--- config.mk ---
export PLATFORM = sky130hd
export DESIGN_NAME = s27_bist_ctrl_flat
export DESIGN_NICKNAME = d
export VERILOG_FILES = /design/src/rtl/s27_bist_ctrl_if.sv /design/src/rtl/s27_bist_ctrl.sv /design/src/flat_wrapper.sv
export SDC_FILE = /design/constraint.sdc
export NUM_CORES = 1
export LEC_CHECK = 0
export ABC_CLOCK_PERIOD_IN_PS = 3680
export CAP_MARGIN = 20
export CORE_MARGIN = 5
export CORE_UTILIZATION = 40
export CTS_CLUSTER_SIZE = 10
export DETAILED_ROUTE_END_ITERATION = 12
export SLEW_MARGIN = 15
export SYNTH_ARGS = -nofsm -noshare
export SYNTH_HDL_FRONTEND = slang
export SYNTH_SLANG_ARGS = --single-unit
--- constraint.sdc ---
create_clock -name CK -period 3.68 [get_ports CK]
set_input_delay 0.736 -clock CK [delete_from_list [all_inputs] [get_ports CK]]
set_output_delay 0.736 -clock CK [all_outputs]
set_load 0.02 [all_outputs]
--- src/rtl/s27_bist_ctrl_if.sv ---
// Handshake/observation bundle between the s27 BIST controller and the
// s27 instance it exercises (plus the START/status side seen by the host).
interface s27_bist_ctrl_if;
   logic       START;
   logic       G0;
   logic       G1;
   logic       G2;
   logic       G3;
   logic       G17;
   logic       BUSY;
   logic       DONE;
   logic       PASS;
   logic [7:0] SIG;

   // Controller side: drives the s27 inputs and the status, observes G17.
   modport master (
      input  START,
      input  G17,
      output G0,
      output G1,
      output G2,
      output G3,
      output BUSY,
      output DONE,
      output PASS,
      output SIG
   );

   // Circuit/host side: supplies START and G17, observes the rest.
   modport slave (
      output START,
      output G17,
      input  G0,
      input  G1,
      input  G2,
      input  G3,
      input  BUSY,
      input  DONE,
      input  PASS,
      input  SIG
   );
endinterface

--- src/rtl/s27_bist_ctrl.sv ---
// BIST controller for the s27 benchmark: initialises s27's flip-flops with two
// fixed vectors, applies PAT_COUNT LFSR patterns to G0..G3, compacts G17 into an
// 8-bit MISR and flags whether the final signature matches GOLDEN_SIG.
module s27_bist_ctrl #(
   parameter logic [7:0] PAT_COUNT  = 8'd200,
   parameter logic [7:0] LFSR_SEED  = 8'h01,
   parameter logic [7:0] GOLDEN_SIG = 8'h00
) (
   input  logic              CK,
   input  logic              RST,
   s27_bist_ctrl_if.master   bist
);

   typedef enum logic [2:0] {
      ST_IDLE  = 3'd0,
      ST_INIT0 = 3'd1,
      ST_INIT1 = 3'd2,
      ST_RUN   = 3'd3,
      ST_DONE  = 3'd4
   } t_state;

   // Fibonacci step for x^8+x^6+x^5+x^4+1 (taps 7,5,4,3).
   function automatic logic [7:0] f_lfsr_step(input logic [7:0] l);
      return {l[6:0], l[7] ^ l[5] ^ l[4] ^ l[3]};
   endfunction

   // Same polynomial with the observed bit folded into bit 0.
   function automatic logic [7:0] f_misr_step(input logic [7:0] m, input logic d);
      return {m[6:0], m[7] ^ m[5] ^ m[4] ^ m[3]} ^ {7'd0, d};
   endfunction

   t_state     r_state;
   t_state     w_state_nxt;
   logic [7:0] r_lfsr;
   logic [7:0] w_lfsr_nxt;
   logic [7:0] r_misr;
   logic [7:0] w_misr_nxt;
   logic [7:0] r_cnt;
   logic [7:0] w_cnt_nxt;
   logic [3:0] r_vec;
   logic [3:0] w_vec_nxt;
   logic       r_busy;
   logic       w_busy_nxt;
   logic       r_done;
   logic       w_done_nxt;
   logic       r_pass;
   logic       w_pass_nxt;
   logic [7:0] w_lfsr_step;
   logic [7:0] w_misr_step;

   assign w_lfsr_step = f_lfsr_step(r_lfsr);
   assign w_misr_step = f_misr_step(r_misr, bist.G17);

   // Next-state and next-output decode; outputs are computed one edge ahead so
   // that every port comes straight from a flop.
   always_comb begin
      w_state_nxt = r_state;
      w_lfsr_nxt  = r_lfsr;
      w_misr_nxt  = r_misr;
      w_cnt_nxt   = r_cnt;
      w_vec_nxt   = 4'b0000;
      w_busy_nxt  = 1'b0;
      w_done_nxt  = 1'b0;
      w_pass_nxt  = 1'b0;
      case (r_state)
         ST_IDLE, ST_DONE: begin
            if (bist.START) begin
               w_state_nxt = ST_INIT0;
               w_lfsr_nxt  = LFSR_SEED;
               w_misr_nxt  = 8'h00;
               w_cnt_nxt   = 8'd0;
               w_vec_nxt   = 4'b1110;   // clears s27 G5 and G7
               w_busy_nxt  = 1'b1;
            end else begin
               w_done_nxt  = (r_state == ST_DONE);
               w_pass_nxt  = (r_state == ST_DONE) ? r_pass : 1'b0;
            end
         end
         ST_INIT0: begin
            w_state_nxt = ST_INIT1;
            w_vec_nxt   = 4'b1100;      // sets s27 G6, keeps G5/G7 clear
            w_busy_nxt  = 1'b1;
         end
         ST_INIT1: begin
            w_state_nxt = ST_RUN;
            w_vec_nxt   = r_lfsr[3:0];
            w_busy_nxt  = 1'b1;
         end
         ST_RUN: begin
            w_misr_nxt = w_misr_step;
            w_lfsr_nxt = w_lfsr_step;
            w_cnt_nxt  = r_cnt + 8'd1;
            if (r_cnt == (PAT_COUNT - 8'd1)) begin
               w_state_nxt = ST_DONE;
               w_done_nxt  = 1'b1;
               w_pass_nxt  = (w_misr_step == GOLDEN_SIG);
            end else begin
               w_vec_nxt   = w_lfsr_step[3:0];
               w_busy_nxt  = 1'b1;
            end
         end
         default: begin
            w_state_nxt = ST_IDLE;
         end
      endcase
   end

   // State register.
   always_ff @(posedge CK or posedge RST) begin
      if (RST) begin
         r_state <= ST_IDLE;
      end else begin
         r_state <= w_state_nxt;
      end
   end

   // Pattern generator, signature register, counter and registered outputs.
   always_ff @(posedge CK or posedge RST) begin
      if (RST) begin
         r_lfsr <= LFSR_SEED;
         r_misr <= 8'h00;
         r_cnt  <= 8'd0;
         r_vec  <= 4'b0000;
         r_busy <= 1'b0;
         r_done <= 1'b0;
         r_pass <= 1'b0;
      end else begin
         r_lfsr <= w_lfsr_nxt;
         r_misr <= w_misr_nxt;
         r_cnt  <= w_cnt_nxt;
         r_vec  <= w_vec_nxt;
         r_busy <= w_busy_nxt;
         r_done <= w_done_nxt;
         r_pass <= w_pass_nxt;
      end
   end

   assign bist.G0   = r_vec[0];
   assign bist.G1   = r_vec[1];
   assign bist.G2   = r_vec[2];
   assign bist.G3   = r_vec[3];
   assign bist.BUSY = r_busy;
   assign bist.DONE = r_done;
   assign bist.PASS = r_pass;
   assign bist.SIG  = r_misr;

endmodule

--- src/flat_wrapper.sv ---
// flat-port wrapper written by rule: the top's interface ports become plain ports
module s27_bist_ctrl_flat 
#(
   parameter logic [7:0] PAT_COUNT  = 8'd200,
   parameter logic [7:0] LFSR_SEED  = 8'h01,
   parameter logic [7:0] GOLDEN_SIG = 8'h00
)
  (CK, RST, bist_START, bist_G17, bist_G0, bist_G1, bist_G2, bist_G3, bist_BUSY, bist_DONE, bist_PASS, bist_SIG);
  s27_bist_ctrl_if bist_i ();
  input  logic CK;
  input  logic RST;
  input wire logic [$bits(bist_i.START)-1:0] bist_START;
  input wire logic [$bits(bist_i.G17)-1:0] bist_G17;
  output wire logic [$bits(bist_i.G0)-1:0] bist_G0;
  output wire logic [$bits(bist_i.G1)-1:0] bist_G1;
  output wire logic [$bits(bist_i.G2)-1:0] bist_G2;
  output wire logic [$bits(bist_i.G3)-1:0] bist_G3;
  output wire logic [$bits(bist_i.BUSY)-1:0] bist_BUSY;
  output wire logic [$bits(bist_i.DONE)-1:0] bist_DONE;
  output wire logic [$bits(bist_i.PASS)-1:0] bist_PASS;
  output wire logic [$bits(bist_i.SIG)-1:0] bist_SIG;
  assign bist_i.START = bist_START;
  assign bist_i.G17 = bist_G17;
  assign bist_G0 = bist_i.G0;
  assign bist_G1 = bist_i.G1;
  assign bist_G2 = bist_i.G2;
  assign bist_G3 = bist_i.G3;
  assign bist_BUSY = bist_i.BUSY;
  assign bist_DONE = bist_i.DONE;
  assign bist_PASS = bist_i.PASS;
  assign bist_SIG = bist_i.SIG;
  s27_bist_ctrl #(.PAT_COUNT(PAT_COUNT), .LFSR_SEED(LFSR_SEED), .GOLDEN_SIG(GOLDEN_SIG)) u_core (.CK(CK), .RST(RST), .bist(bist_i));
endmodule
==> flow_metrics.tcl, run 1 <==
set metrics [dict create \
    cpPeakStageDelay_ps 640 \
    skew_ps 10.6 \
    synth_edf_count 0 \
    nFillCells 348 \
    die_height_um 72.2 \
    post_cts_buffers 0 \
    core-area_um2 3720 \
    arrival_ps 1370 \
    hold_viol 0 \
    switching_share 0.328 \
    cts_buffer_depth 2 \
    port_buffers 18 \
    first_global_vias 1107 \
    synth_top_area_frac 0.533 \
    ios 19 \
    ys_types 38 \
    yosys-top-cells-count "dfrtp_1 (33), a22o_1 (17), a21oi_1 (8)" \
    yosys_warnings 0 \
    tritoncts "built" \
    rsz0062_at_grt "false" \
    initial_core_util 0.417 \
    cp_cell_sequence "clkdlybuf4s50_1" \
    setup_tns_ps 0 \
    syn_to_final_growth_pct 21.5 \
    synth_area_leaders "dfrtp_1 (53%), a22o_1 (9.6%), buf_6 (2.9%), a21oi_1 (2.6%), o31ai_1 (2.4%)" \
    grt_first_pass_wirelength_mm 5.32 \
    crit_path_top_delay_cell "clkdlybuf4s50_1" \
    worst-path-buf-inv 1 \
    ys_async_sr_fraction 1.00 \
    period_share 0.571 \
    gp_routability_congestion 0.748 \
    antenna_found_initial 0 \
    hold_class "register to register" \
    placed_area_um2 1740 \
    p_total_w 0.00179 \
    setup-violations-final 0 \
    avgViaCountPerCell 5.60 \
    stdcell_area_um2 1880 \
    report.final.slew_viol_count 0 \
    criticalPathCategory "register to primary output" \
    synth_area_um2 1550 \
    cts_buffers 5 \
    maxCapViolCount 0 \
    synth_flop_cell "dfrtp_1" \
    clockRootBuffer "clkbuf_8" \
    tightest_slew_ps 762 \
    grt_max_degree 35 \
    end_kind "primary output" \
    num_rows 22 \
    ctsResizeCount 0 \
    vias 1070 \
    dieArea_um2 5220 \
    holdBufCountCts 0 \
    clock_sinks 34 \
    finish.net_count 147 \
    grt_remaining_overflow 0 \
    pwr-share-seq 0.387 \
    clk_pin_slew_ps 70 \
    layout-drive-gt1-share 0.105 \
    yosysMostFrequentCell "dfrtp_1" \
    dp.cells 183 \
    crit_family "buffers and inverters" \
    diodes 0 \
    p_switching_w 0.000585 \
    drc_errors 0 \
    worst_ep_required_time_ps 2940 \
    post_drt_wl_per_cell_um 15.3 \
    dpl.hpwl_mm 1.96 \
    powerDensity_nw_per_um2 950 \
    ctsHtreeMaxLevel 2 \
    ant_nets 0 \
    p_clk_frac 0.237 \
    final_cells 191 \
    fmax_mhz 476 \
    p_leak_nw 0.795 \
    setup.worst_path.start_class "register" \
    synth_top_cell_by_area "dfrtp_1" \
    critPathMaxFanout 5 \
    drt_iter0_markers 72 \
    drt-total-wl_mm 2.93 \
    synth.net_count 127 \
    grt_usage 0.129 \
    peakVddDrop_v 0.000422 \
    clk_latency_ps 280 \
    p_comb_frac 0.376 \
    die_width_um 72.2 \
    dr.pass1.iters 4 \
    min_period_ps 2100 \
    timing.slew.headroom 0.492 \
    ys_seq_area_frac 0.550 \
    avgSynthCellArea_um2 12.7 \
    ys_ff_latch 34 \
    intPower_w 0.00120 \
    status "finished clean" \
    syn_inst 122 \
]
-- metrics by stage --
step / hold slack, ps / setup WS (ps) / util
floorplan: 455 / 2090 / -
global placement: 469 / 1340 / 0.468
detailed placement: 477 / 1300 / 0.468
CTS: 486 / 1560 / 0.506
global route: 519 / 1460 / 0.506
finish: 484 / 1580 / 0.506
-- metal layers --
metal,track usage,part of all wire,vias up
li1,-,-,510
met1,0.180,0.51,529
met2,0.189,0.44,28
met3,0.0485,0.053,3
met4,0.0313,0.0038,0
met5,0,0,-
-- worst min-delay path: cells and delay by family (launching register included) --
kind	cells	cell delay, ps
buffers and inverters	1	50
flip-flops	1	390
AO/OA/AOI/OAI	1	50
-- worst paths after layout --
path                       slack (ps)                            to  cells past startpoint                           start
hold / removal                    480  u_core.r_lfsr[0]$_DFFE_PP1P_                      2    u_core.r_lfsr[0]$_DFFE_PP1P_
max in group asynchronous        2510  u_core.r_lfsr[0]$_DFFE_PP1P_                      3                             RST
min in group asynchronous         850   u_core.r_cnt[4]$_DFFE_PP0P_                      3                             RST
setup / recovery                 1580                   bist_SIG[4]                      1  u_core.bist.SIG[4]$_DFFE_PP0P_
setup reg to reg                 1690  u_core.bist.PASS$_DFFE_PP0P_                      3   u_core.r_state[0]$_DFFE_PP0P_
hold reg to reg                   480  u_core.r_lfsr[0]$_DFFE_PP1P_                      2    u_core.r_lfsr[0]$_DFFE_PP1P_
-- cell type report --
| type | instances | area [µm²] | share of cell area |
|---|---|---|---|
| Inverter | 5 | 18.8 | 0.00997 |
| Sequential cell | 34 | 852 | 0.453 |
| Timing Repair Buffer | 19 | 188 | 0.0997 |
| Tap cell | 48 | 60.1 | 0.0319 |
| Multi-Input combinational cell | 77 | 621 | 0.330 |
| Clock buffer | 6 | 82.6 | 0.0439 |
| Clock inverter | 2 | 60.1 | 0.0319 |
-- flip-flops by register name (all words and copies together) (netlist names) --
register / flops
u_core.r_lfsr: 8
u_core.bist.PASS: 1
u_core.bist.SIG: 8
u_core.r_vec: 4
u_core.bist.BUSY: 1
u_core.r_cnt: 8
u_core.bist.DONE: 1
u_core.r_state: 3
-- power by group through the flow --
stage          Clock (W)  Sequential, W  Combinational (W)
2_1_floorplan          0       0.000744           0.000406
3_3_place_gp           0       0.000693           0.000671
3_5_place_dp           0       0.000697           0.000680
4_1_cts         0.000432       0.000693           0.000684
5_1_grt         0.000449       0.000723           0.000733
6_report        0.000423       0.000692           0.000671
-- cells in the final DEF (no fill, tap or decap), drive strengths merged --
master and n:
a21oi 8, a221o 3, a22o 17, a2bb2oi 1
and3b 2, and4 1, and4bb 1, buf 1
bufinv 2, clkbuf 6, clkdlybuf4s50 18, dfrtp 33
dfstp 1, ha 1, inv 5, mux2 1
mux2i 1, nand2 3, nand2b 1, nand3 3
nand3b 1, nand4 1, nand4b 1, nor2 2
nor3 2, nor3b 2, nor4 1, o21ai 2
o21bai 1, o31ai 5, o41ai 2, or2b 1
or3 3, or4 4, xnor2 3, xnor3 1
xor2 2
-- logic make-up after synthesis --
logic type,Yosys count,synth area share
simple gates,29,0.142
xor+xnor,6,0.0428
buf+inv,11,0.0493
mux,2,0.0137
flops,34,0.550
fa+ha+maj,1,0.00808
compound gates,39,0.194
Note: power is estimated with default switching activity, not from simulation.
==> run 2: changes to the inputs <==
- ABC_CLOCK_PERIOD_IN_PS: 3680 -> 2100
- clock period: 3.68 -> 2.1 ns (I/O delays scaled with it)
==> flow_metrics.tcl, run 2 (synthesis gave the netlist of run 1 again) <==
set metrics [dict create \
    holdBufCountCts 0 \
    die_width_um 72.2 \
    criticalPathCategory "register to primary output" \
    intPower_w 0.00183 \
    p_comb_frac 0.417 \
    antenna_found_initial 0 \
    port_buffers 18 \
    layout_common_cells "dfrtp_1 (33), clkdlybuf4s50_1 (18), a22o_1 (17)" \
    clockRootBuffer "clkbuf_8" \
    regArea_um2 852 \
    end_kind "primary output" \
    cts_buffer_depth 2 \
    crit_path_top_delay_cell "clkdlybuf4s50_1" \
    setup.worst_path.start_class "register" \
    finish.net_count 149 \
    syn_to_final_growth_pct 18.6 \
    ctsResizeCount 0 \
    ant_nets 0 \
    cts_buffers 5 \
    placed_area_um2 1750 \
    setup_tns_ps 0 \
    grt_remaining_overflow 0 \
    drc_errors 0 \
    switching_share 0.354 \
    arrival_ps 1370 \
    diodes 0 \
    die_height_um 72.2 \
    clk_pin_slew_ps 60 \
    first_global_vias 1041 \
    drt-total-wl_mm 2.82 \
    avgViaCountPerCell 5.67 \
    core-area_um2 3720 \
    met2_usage 0.171 \
    hold_viol 0 \
    cpPeakStageDelay_ps 650 \
    gp_routability_congestion 0.774 \
    nFillCells 352 \
    dieArea_um2 5220 \
    worst_ep_required_time_ps 1680 \
    p_switching_w 0.00101 \
    clock_sinks 34 \
    maxCapViolCount 0 \
    vias 1094 \
    multi_input_area_um2 621 \
    rsz0062_at_grt "false" \
    tritoncts "built" \
    clk_latency_ps 280 \
    grt_usage 0.123 \
    final_common_cell "dfrtp_1" \
    grt_first_pass_wirelength_mm 4.93 \
    p_clk_frac 0.157 \
    grt_max_degree 35 \
    stdcell_area_um2 1840 \
    powerDensity_nw_per_um2 1550 \
    drt_iter0_markers 62 \
    layout-drive-gt1-share 0.110 \
    initial_core_util 0.417 \
    worst-path-buf-inv 1 \
    num_rows 22 \
    grt_use_met1 0.170 \
    dr.pass1.iters 4 \
    ctsHtreeMaxLevel 2 \
    cp_cell_sequence "clkdlybuf4s50_1" \
    timing.slew.headroom 0.660 \
    crit_family "buffers and inverters" \
    min_period_ps 1790 \
    p_leak_nw 0.778 \
    ios 19 \
    setup-violations-final 0 \
    status "finished clean" \
    skew_ps 8.26 \
    post_drt_wl_per_cell_um 14.6 \
    fmax_mhz 558 \
    tightest_slew_ps 509 \
    global_route.usage.met3 0.0512 \
    dpl.hpwl_mm 1.89 \
    report.final.slew_viol_count 0 \
    pwr-share-seq 0.426 \
    hold_class "register to register" \
    peakVddDrop_v 0.000992 \
    post_cts_buffers 0 \
    grt_busiest_layer "met2" \
    critPathMaxFanout 5 \
    period_share 0.853 \
]
==> run 2: metrics by stage <==
| step | power (W) | util | std cells | setup slack [ps] | hold slack (ps) |
|---|---|---|---|---|---|
| finish | 0.00284 | 0.494 | 193 | 309 | 486 |
| global route | 0.00304 | 0.494 | 193 | 272 | 502 |
| CTS | 0.00287 | 0.494 | 193 | 304 | 489 |
| detailed placement | 0.00241 | 0.472 | 185 | 308 | 478 |
| global placement | 0.00239 | 0.472 | 185 | 316 | 468 |
| floorplan | 0.00202 | - | 122 | 723 | 455 |
==> run 2: path summary, 6_finish.rpt <==
path,startpoint,to,slack [ps],cells after the start
max reg2reg,u_core.r_cnt[0]$_DFFE_PP0P_,u_core.r_vec[1]$_DFF_PP0_,500,4
max in group asynchronous,RST,u_core.r_lfsr[0]$_DFFE_PP1P_,1230,3
min,u_core.r_lfsr[0]$_DFFE_PP1P_,u_core.r_lfsr[0]$_DFFE_PP1P_,490,2
min reg2reg,u_core.r_lfsr[0]$_DFFE_PP1P_,u_core.r_lfsr[0]$_DFFE_PP1P_,490,2
min in group asynchronous,RST,u_core.bist.SIG[4]$_DFFE_PP0P_,540,3
max,u_core.bist.SIG[4]$_DFFE_PP0P_,bist_SIG[4],310,1
==> run 2: metal layers <==
layer  part of all wire  wire length (µm)  vias to the layer above
li1                   -                 -                      513
met2               0.42              1190                       52
met4              0.013                38                        0
met1               0.49              1380                      522
met5                  0                 0                        -
met3              0.078               219                        7
==> run 2: area by class of cell <==
class / instances / area share
Clock buffer: 6 / 0.0395
Clock inverter: 2 / 0.00545
Inverter: 5 / 0.0102
Multi-Input combinational cell: 77 / 0.338
Sequential cell: 34 / 0.464
Tap cell: 48 / 0.0327
Timing Repair Buffer: 21 / 0.110
==> run 2: power by group through the flow <==
stage	combinational, W	clock, W	sequential, W
2_1_floorplan	0.000712	0	0.00130
3_3_place_gp	0.00117	0	0.00121
3_5_place_dp	0.00119	0	0.00122
4_1_cts	0.00120	0.000459	0.00121
5_1_grt	0.00130	0.000491	0.00126
6_report	0.00118	0.000446	0.00121
